[config.mk]
export PLATFORM = sky130hd
export DESIGN_NAME = foc_inv_park
export DESIGN_NICKNAME = d
export VERILOG_FILES = /design/src/rtl/foc_pkg.sv /design/src/rtl/foc_mul_q15.sv /design/src/rtl/foc_inv_park.sv
export SDC_FILE = /design/constraint.sdc
export NUM_CORES = 2
export LEC_CHECK = 0
export ABC_CLOCK_PERIOD_IN_PS = 12820
export CAP_MARGIN = 5
export CORE_ASPECT_RATIO = 2
export CORE_MARGIN = 3
export CORE_UTILIZATION = 57
export DETAILED_ROUTE_END_ITERATION = 8
export GPL_ROUTABILITY_DRIVEN = 1
export HOLD_SLACK_MARGIN = 0.1
export PLACE_DENSITY = 0.8
export SLEW_MARGIN = 20
export SYNTH_ARGS = -nofsm -noshare
export SYNTH_HDL_FRONTEND = slang
export SYNTH_SLANG_ARGS = --single-unit
[constraint.sdc]
create_clock -name clk -period 12.82 [get_ports clk]
set_input_delay 1.923 -clock clk [delete_from_list [all_inputs] [get_ports clk]]
set_output_delay 1.923 -clock clk [all_outputs]
set_load 0.05 [all_outputs]
[src/rtl/foc_pkg.sv]
// foc_pkg: constants and FSM state encoding shared by the inverse Park transform.
package foc_pkg;

  localparam int ANG_W_DEF    = 12;
  localparam int QUARTER_TURN = 1024;
  localparam int Q15_SHIFT    = 15;

  typedef enum logic [2:0] {
    IDLE,
    SIN,
    COS,
    MAC,
    DONE
  } foc_state_e;

endpackage

[src/rtl/foc_mul_q15.sv]
// foc_mul_q15: combinational signed 32x16 multiply, floored arithmetic shift by 15.
module foc_mul_q15
  import foc_pkg::*;
(
  input  logic signed [31:0] a_i,
  input  logic signed [15:0] b_i,
  output logic signed [32:0] p_o
);

  logic signed [47:0] full;

  assign full = 48'(a_i) * 48'(b_i);
  // >>> floors toward minus infinity; 33 bits hold the full range incl. (-2^31)*(-2^15)
  assign p_o  = 33'(full >>> Q15_SHIFT);

endmodule

[src/rtl/foc_inv_park.sv]
// foc_inv_park: inverse Park transform using a shared sine table and a single Q15 multiplier.
// Build option: define INV_PARK_SAT_EN to saturate the 34-bit results instead of wrapping.
// state | meaning
// IDLE  | waiting for start_i, angle_o holds its last value
// SIN   | table addressed with angle, S captured on last cycle
// COS   | table addressed with angle + quarter turn, C captured on last cycle
// MAC   | products vd*C, vq*S, vd*S, vq*C, one per cycle
// DONE  | done_o pulse, results already on valpha_o/vbeta_o
module foc_inv_park
  import foc_pkg::*;
#(
  parameter int SIN_LAT = 2,
  parameter int ANG_W   = ANG_W_DEF
) (
  input  logic                    clk,
  input  logic                    rst,
  input  logic                    start_i,
  input  logic signed [31:0]      vd_i,
  input  logic signed [31:0]      vq_i,
  input  logic        [ANG_W-1:0] angle_i,
  output logic        [ANG_W-1:0] angle_o,
  input  logic signed [15:0]      sin_i,
  output logic signed [31:0]      valpha_o,
  output logic signed [31:0]      vbeta_o,
  output logic                    busy_o,
  output logic                    done_o
);

  localparam logic [ANG_W-1:0] QTR    = ANG_W'(1) << (ANG_W - 2);
  localparam logic [2:0]       LAT_LD = 3'(SIN_LAT);

`ifdef INV_PARK_SAT_EN
  localparam logic signed [33:0] SAT_MAX = 34'sd2147483647;
  localparam logic signed [33:0] SAT_MIN = -34'sd2147483648;
`endif

  function automatic logic signed [31:0] reduce(input logic signed [33:0] x);
`ifdef INV_PARK_SAT_EN
    if (x > SAT_MAX) return 32'sh7FFF_FFFF;
    if (x < SAT_MIN) return 32'sh8000_0000;
`endif
    return $signed(x[31:0]);
  endfunction

  foc_state_e               state_q, state_d;
  logic        [2:0]        cnt_q, cnt_d;
  logic signed [31:0]       vd_q, vd_d, vq_q, vq_d;
  logic        [ANG_W-1:0]  ang_q, ang_d, angle_q, angle_d;
  logic signed [15:0]       s_q, s_d, c_q, c_d;
  logic signed [33:0]       acc_a_q, acc_a_d, acc_b_q, acc_b_d;
  logic signed [31:0]       valpha_q, valpha_d, vbeta_q, vbeta_d;

  logic signed [31:0]       mul_a;
  logic signed [15:0]       mul_b;
  logic signed [32:0]       prod;
  logic signed [33:0]       prod_ext, sum_a, sum_b;

  // cnt 3..0 selects vd*C, vq*S, vd*S, vq*C
  assign mul_a    = cnt_q[0] ? vd_q : vq_q;
  assign mul_b    = (cnt_q[1] ^ cnt_q[0]) ? s_q : c_q;
  assign prod_ext = {prod[32], prod};
  assign sum_a    = acc_a_q - prod_ext;
  assign sum_b    = acc_b_q + prod_ext;

  foc_mul_q15 u_mul (
    .a_i (mul_a),
    .b_i (mul_b),
    .p_o (prod)
  );

  always_comb begin
    state_d  = state_q;
    cnt_d    = cnt_q;
    vd_d     = vd_q;
    vq_d     = vq_q;
    ang_d    = ang_q;
    angle_d  = angle_q;
    s_d      = s_q;
    c_d      = c_q;
    acc_a_d  = acc_a_q;
    acc_b_d  = acc_b_q;
    valpha_d = valpha_q;
    vbeta_d  = vbeta_q;
    unique case (state_q)
      IDLE: begin
        if (start_i) begin
          vd_d    = vd_i;
          vq_d    = vq_i;
          ang_d   = angle_i;
          angle_d = angle_i;
          cnt_d   = LAT_LD;
          state_d = SIN;
        end
      end
      SIN: begin
        if (cnt_q == 3'd0) begin
          s_d     = sin_i;
          angle_d = ang_q + QTR;
          cnt_d   = LAT_LD;
          state_d = COS;
        end else begin
          cnt_d = cnt_q - 3'd1;
        end
      end
      COS: begin
        if (cnt_q == 3'd0) begin
          c_d     = sin_i;
          cnt_d   = 3'd3;
          state_d = MAC;
        end else begin
          cnt_d = cnt_q - 3'd1;
        end
      end
      MAC: begin
        cnt_d = cnt_q - 3'd1;
        case (cnt_q[1:0])
          2'd3:    acc_a_d = prod_ext;
          2'd2:    acc_a_d = sum_a;
          2'd1:    acc_b_d = prod_ext;
          default: begin
            acc_b_d  = sum_b;
            valpha_d = reduce(acc_a_q);
            vbeta_d  = reduce(sum_b);
            cnt_d    = 3'd0;
            state_d  = DONE;
          end
        endcase
      end
      DONE:    state_d = IDLE;
      default: state_d = IDLE;
    endcase
  end

  always_ff @(posedge clk) begin
    if (rst) begin
      state_q  <= IDLE;
      cnt_q    <= '0;
      vd_q     <= '0;
      vq_q     <= '0;
      ang_q    <= '0;
      angle_q  <= '0;
      s_q      <= '0;
      c_q      <= '0;
      acc_a_q  <= '0;
      acc_b_q  <= '0;
      valpha_q <= '0;
      vbeta_q  <= '0;
    end else begin
      state_q  <= state_d;
      cnt_q    <= cnt_d;
      vd_q     <= vd_d;
      vq_q     <= vq_d;
      ang_q    <= ang_d;
      angle_q  <= angle_d;
      s_q      <= s_d;
      c_q      <= c_d;
      acc_a_q  <= acc_a_d;
      acc_b_q  <= acc_b_d;
      valpha_q <= valpha_d;
      vbeta_q  <= vbeta_d;
    end
  end

  assign angle_o  = angle_q;
  assign valpha_o = valpha_q;
  assign vbeta_o  = vbeta_q;
  assign busy_o   = (state_q != IDLE);
  assign done_o   = (state_q == DONE);

endmodule

* Yosys cells after proc, flatten, opt, wreduce, memory -nomap -nowiden
Cells that the tools add are included.
** Cells by class
- Multipliers :: 1
- $add $sub $neg :: 4
- Reduce and logical (&&, ||, !) cells :: 17
- Equality and inequality tests :: 11
- Divide/modulo/power cells :: 0
- Shifts and indexed selects :: 0
- Order comparisons :: 0
- Mux-type cells :: 17
- Bitwise logic cells :: 3
** Operators by type and width (number)
- one-hot mux 34 bit (2 select lines) :: 2
- multiplier 32 x 16 -> 48 bit :: 1
- adder 34 x 33 -> 34 bit :: 1
- subtractor 34 x 33 -> 34 bit :: 1
- two-way mux 32 bit :: 1
- two-way mux 12 bit :: 2
- two-way mux 3 bit :: 8
- one-hot mux 12 bit (2 select lines) :: 1
- one-hot mux 3 bit (4 select lines) :: 2
- two-way mux 16 bit :: 1
- AND reduction 2 bit :: 7
- adder 12 x 11 -> 12 bit, second input constant :: 1
- inequality test 2 bit, second input constant :: 4
- == test 3 x 2 -> 1 bit, second input constant :: 2
- logical NOT 3 bit :: 2
- == test 2 bit, second input constant :: 2
- AND reduction 4 bit :: 1
- nonzero test 2 bit :: 2
- nonzero test 4 bit :: 1
- == test 3 x 1 -> 1 bit, second input constant :: 1
- == test 3 bit, second input constant :: 1
- AND reduction 3 bit :: 1
- nonzero test 3 bit :: 1
- OR reduction 3 bit :: 1
- 5 further kinds :: 6
** Word-level totals
- RAM bits :: 0
- Bits in registers :: 258
- Word-level logic and storage cells :: 65
- Output and inout bits :: 78
- Input bits :: 95
- ROM bits :: 0
- Latch bits :: 0
- Memories :: 0

* Depth between registers and ports, before layout
- Depth in word-level cells :: 5
- Mapped depth :: 52
- Depth with buffers taken out :: 46

* Cells and area by module
A second synthesis with hierarchy kept.
** Second synthesis, totals
- Cell total of the unflattened synthesis :: 3691
- Area, all modules :: 30903.4 um^2
** By module, submodules not included
- foc_mul_q15 :: cells an instance 1967, area each 17490.5 um^2, seq. area each 0.0 um^2, times used 1
- foc_inv_park :: cells an instance 1724, area each 13412.9 um^2, seq. area each 5084.9 um^2, times used 1

* Worst setup path after synthesis
OpenSTA, ideal clock, no wires.
- Path kind :: flip-flop to flip-flop
- Start point :: register cnt_q[0]
- End point :: register acc_a_q[28]
- Stages on the path, launching flop included :: 50
- Data arrival time :: 11.826 ns
- Path buffers :: 6
- Data required time :: 12.729 ns
- Period minus slack after synthesis :: 11.917 ns
- Setup slack :: 0.903 ns
- Setup time :: 0.091 ns
- Cells stage by stage :: dfxtp_1 buf_4 clkbuf_1 buf_1 inv_1 ha_1 buf_6 clkbuf_1 mux2i_1 clkbuf_1 nor2_1 fa_1 inv_1 fa_1 fa_1 inv_1 fa_1 fa_1 (+14 left out) xor2_1 inv_1 ha_1 inv_1 o21bai_1 a2111oi_0 o31ai_1 a21o_1 maj3_2 maj3_2 o2111ai_1 o211ai_1 a311o_1 maj3_2 o21ai_0 a21oi_1 xnor2_1 a311oi_1
** Between the ends
- Word-level cells in the longest chain between the ends :: 5
- Elaborated cells between the ends (all ways) :: 10
- Classes of those cells :: 1 x add/sub; 1 x mul; 2 x eq/ne; 3 x mux; 1 x bitwise; 2 x reduce/logical
** RTL lines
- start: declaration :: RTL line foc_inv_park.sv:46 : logic [2:0] cnt_q, cnt_d;
- start signal: assignment :: RTL line foc_inv_park.sv:150 : cnt_q <= cnt_d;
- bitwise XOR 1 bit :: RTL line foc_inv_park.sv:60 : assign mul_b = (cnt_q[1] ^ cnt_q[0]) ? s_q : c_q;
- two-way mux 16 bit :: RTL line foc_inv_park.sv:60
- multiplier 32 x 16 -> 48 bit :: RTL line foc_mul_q15.sv:12 : assign full = 48'(a_i) * 48'(b_i);
- subtractor 34 x 33 -> 34 bit :: RTL line foc_inv_park.sv:62 : assign sum_a = acc_a_q - prod_ext;
- one-hot mux 34 bit (2 select lines) :: RTL line foc_inv_park.sv:116 : case (cnt_q[1:0])
- end signal: assignment :: RTL line foc_inv_park.sv:144 : acc_a_q <= '0;
- end signal: assignment :: RTL line foc_inv_park.sv:157 : acc_a_q <= acc_a_d;
- end: declaration :: RTL line foc_inv_park.sv:50 : logic signed [33:0] acc_a_q, acc_a_d, acc_b_q, acc_b_d;
Parallel ways exist; a longest one is shown, timed or not.
A chain may end at the register's enable or synchronous reset.

* Worst setup path in the final report
- Start point :: register cnt_q[1]
- End point :: register acc_a_q[29]
The elaborated chain is that of the path after synthesis.

==> flow_metrics.env <==
export IMPL_status="finished, final reports clean"
export IMPL_min_period_over_period_pct=94.19
export IMPL_vias=26494
export IMPL_fin_worst_skew_ps=13.56
export IMPL_post_route_drc_count=0
export IMPL_finalHoldViolCount=0
export IMPL_synth_async_sr_flop_share_pct=0
export IMPL_grt_overflow_total=0
export IMPL_clock_power_share_pct=13.3
export IMPL_synth_largest_area_cell="fa_1"
export IMPL_maxCapViolCount=0
export IMPL_worst_hold_startpoint="ang_q[0]$_SDFFE_PP0P_"
export IMPL_grt_pass1_vias=28453
export IMPL_worst_ir_drop_vdd_mv=0.1468
export IMPL_synth_main_ff_cell="dfxtp_1"
export IMPL_seq_power_share_pct=16.2
export IMPL_die_width_um=169.8
export IMPL_synth_cell_types=74
export IMPL_report_final_slew_viol_count=0
export IMPL_critPathBufInv=7
export IMPL_min_to="ang_q[0]$_SDFFE_PP0P_"
export IMPL_whs_path_cells=2
export IMPL_crit_arrival_ps=12580
export IMPL_post_cts_clock_slew_at_the_launch_and_capture_registers_of_the_worst_setup_and_hold_paths_ps=70
export IMPL_synth_simple_area_share_pct=16.30
export IMPL_critical_path_reg2reg_startpoint="cnt_q[1]$_SDFFE_PP0P_"
export IMPL_n_fill_cell=4427
export IMPL_ctsHtreeMaxLevel=1
export IMPL_switching_share_pct=51.79
export IMPL_cts_buffer_count=26
export IMPL_floorplan_core_area_um2=52860
export IMPL_crit_family="adder cells"
export IMPL_die_y_um=333.6
export IMPL_internal_power_mw=2.947
export IMPL_post_synth_fa_ha_maj_area_fraction_pct=38.75
export IMPL_startpoint_type="register"
export IMPL_port_buffer_count=172
export IMPL_ys_seq_elements=254
export IMPL_avg_synthesized_cell_area_um2=8.242
export IMPL_initialDrtViolationCount=1678
export IMPL_firstDrtPassIters=6
export IMPL_synth_edf_count=0
export IMPL_worst_slew_pin_slew_ps=1084
export IMPL_grt_setup_unrepaired="false"
export IMPL_floorplan_initialDensity_pct=57.86
export IMPL_combined_area_of_all_synthesized_cells_um2=30580
export IMPL_floorplan_rows=119
export IMPL_required_ps=13330
export IMPL_number_of_placed_instances_with_taps_included=4442
export IMPL_grt_start_max_net_pins=94
export IMPL_die_area_um2=56640
export IMPL_synth_xor_area_share_pct=2.786
export IMPL_ant_nets=0
export IMPL_total_switching_power_mw=3.166
export IMPL_placement_cell_area_um2=33050
export IMPL_synth_compound_area_share_pct=11.20
export IMPL_syn_instance_count=3711
export IMPL_capture_instance_of_the_worst_register_to_register_path="acc_a_q[29]$_SDFFE_PP0P_"
export IMPL_grt_antenna_before_repair=2
export IMPL_stdcell_count=4491
export IMPL_dominant_cells_by_area_after_synthesis="fa_1 31%, dfxtp_1 17%, nand2_1 9.1%, inv_1 7.5%, ha_1 7.0%"
export IMPL_drive_above_1_share_pct=5.518
export IMPL_timing_critical_path_slowest_stage_cell="mux2_2"
export IMPL_timing_slew_headroom_pct=25.68
export IMPL_cellPowerDensity_nw_per_um2=180.0
export IMPL_synth_top_family_by_area="adder cells"
export IMPL_worstPathMaxFanout=32
export IMPL_fin_hold_ws_ps=454.8
export IMPL_setup_worst_path_class="reg -> reg"
export IMPL_report_final_setup_viol=0
export IMPL_ff2ff_path_depth=36
export IMPL_first_pass_grt_wire_length_um=150700
export IMPL_cts_tree="yes"
export IMPL_path_common_cell="fa_1"
export IMPL_power_share_combinational_pct=70.5
export IMPL_final_routed_wirelength_um=95280
export IMPL_regToRegSetupSlack_ps=750
export IMPL_crit_path_max_incr_delay_ps=850
export IMPL_p_leak_nw=14.83
export IMPL_clock_tree_root_cell="clkbuf_16"
export IMPL_cts_max_path_buffers=3
export IMPL_design_area_um2=33960
export IMPL_timing_critical_path_to_type="register"
export IMPL_min_path_type="reg -> reg"
export IMPL_floorplan_io_pins=173
export IMPL_synth_yosys_warnings=0
export IMPL_num_nets_final=4552
export IMPL_routedWlPerCell_um=21.22
export IMPL_insertion_delay_ps=600
export IMPL_gpl_final_weighted_congestion=1.015
export IMPL_fin_crit_ps=12070
export IMPL_setup_tns_final_ps=0
export IMPL_fmax_ghz=0.08282
export IMPL_ys_seq_area_share_pct=16.63
export IMPL_syn_to_final_growth_pct=11.04
export IMPL_tritoncts_num_sinks=254
export IMPL_dpl_hpwl_um=75430
export IMPL_groute_usage_overall_pct=34.29
export IMPL_synth_top_cell_area_share_pct=31.48
export IMPL_synth_mux_area_fraction_pct=4.672
export IMPL_syn_nets=4458
export IMPL_viasPerCell=5.899
==> kinds of logic after synthesis <==
group	after synthesis
XOR/XNOR	93
AO/OA/AOI/OAI	555
AND/OR/NAND/NOR	1230
adder cells (fa/ha/maj)	660
multiplexers	135
buffers and inverters	784
flip-flops	254
==> routing by layer <==
layer / track usage, % / wire, um / up-vias
li1: - / - / 11810
met1: 35.32 / 29950 / 12876
met2: 59.36 / 47710 / 1292
met3: 5.266 / 6638 / 516
met4: 30.19 / 10980 / 0
met5: 0.4348 / 0 / -
==> cells in the mapped netlist, drive strengths merged (16+ instances only) <==
cell and instances:
nand2 739, inv 609, fa 481, nor2 335, a21oi 271, dfxtp 254
ha 171, clkbuf 160, mux2i 82, o21ai 66, xnor2 63, mux2 53
a211oi 49, a21o 43, nor3 31, xor2 30, nand3 24, and2 17
nand2b 16, nor2b 16
==> metrics by stage <==
step           power (mW)  setup WS [ps]  utilization (%)
2_1_floorplan       3.959          903.0                -
3_3_place_gp        5.144           1236            62.53
3_5_place_dp        5.190          909.1            62.53
4_1_cts             6.056          809.9            64.23
5_1_grt             6.503          14.22            64.25
6_report            6.112          745.5            64.25
==> power groups by stage <==
| stage | clock, mW | sequential [mW] | combinational, mW |
|---|---|---|---|
| detailed placement | 0 | 1.00 | 4.19 |
| finish | 0.814 | 0.988 | 4.31 |
| floorplan | 0 | 1.03 | 2.93 |
| CTS | 0.829 | 0.986 | 4.24 |
| global route | 0.851 | 0.999 | 4.65 |
| global placement | 0 | 0.998 | 4.15 |
==> placed cells by master, fill, tap and decap left out, drive strengths merged, types with 24 or more instances in the layout <==
master	count
clkdlybuf4s50	171
a21o	43
nor3	31
dfxtp	254
a211oi	49
mux2	53
xnor2	63
ha	171
a21oi	271
nor2	335
inv	612
nand3	24
fa	481
buf	69
clkbuf	35
o21ai	66
xor2	30
mux2i	82
nand2	739
==> sequential cells by signal, indices dropped and copies added, names as in the netlist <==
| register | count |
|---|---|
| c_q | 16 |
| acc_a_q | 32 |
| vd_q | 32 |
| valpha_o | 32 |
| vbeta_o | 32 |
| ang_q | 12 |
| cnt_q | 3 |
| angle_o | 12 |
| acc_b_q | 32 |
| state_q | 3 |
| s_q | 16 |
| vq_q | 32 |
==> tightest hold or removal path, stage by stage (launching register included) <==
cell and delay [ps]:
dfxtp_1 310, nand2_1 50, a21oi_1 50
==> worst max-delay path by stage <==
| stage | slack [ps] | to | depth (start not counted) | start |
|---|---|---|---|---|
| global placement | 1240 | acc_a_q[29]$_SDFFE_PP0P_ | 36 | cnt_q[1]$_SDFFE_PP0P_ |
| CTS | 810 | acc_a_q[30]$_SDFFE_PP0P_ | 42 | cnt_q[1]$_SDFFE_PP0P_ |
| floorplan | 900 | acc_a_q[28]$_SDFFE_PP0P_ | 49 | cnt_q[0]$_SDFFE_PP0P_ |
| detailed placement | 910 | acc_a_q[30]$_SDFFE_PP0P_ | 42 | cnt_q[1]$_SDFFE_PP0P_ |
| global route | 10 | acc_a_q[28]$_SDFFE_PP0P_ | 43 | cnt_q[1]$_SDFFE_PP0P_ |
| finish | 750 | acc_a_q[29]$_SDFFE_PP0P_ | 36 | cnt_q[1]$_SDFFE_PP0P_ |
==> layout make-up <==
cell class / count / area (um^2) / share of cell area, %
Clock inverter: 13 / 167.7 / 0.4937
Antenna cell: 2 / 5.005 / 0.01474
Sequential cell: 254 / 5089 / 14.98
Inverter: 609 / 2286 / 6.731
Multi-Input combinational cell: 2673 / 22610 / 66.57
Tap cell: 665 / 832.0 / 2.450
Timing Repair Buffer: 241 / 2243 / 6.606
Clock buffer: 34 / 730.7 / 2.152
==> what timing repair did <==
action	4_1_cts	5_1_grt
resized for setup	0	2
setup endpoints to repair	0	3
hold buffers	0	0
setup buffers	0	0
No activity file was read; power rests on OpenSTA's default activity.
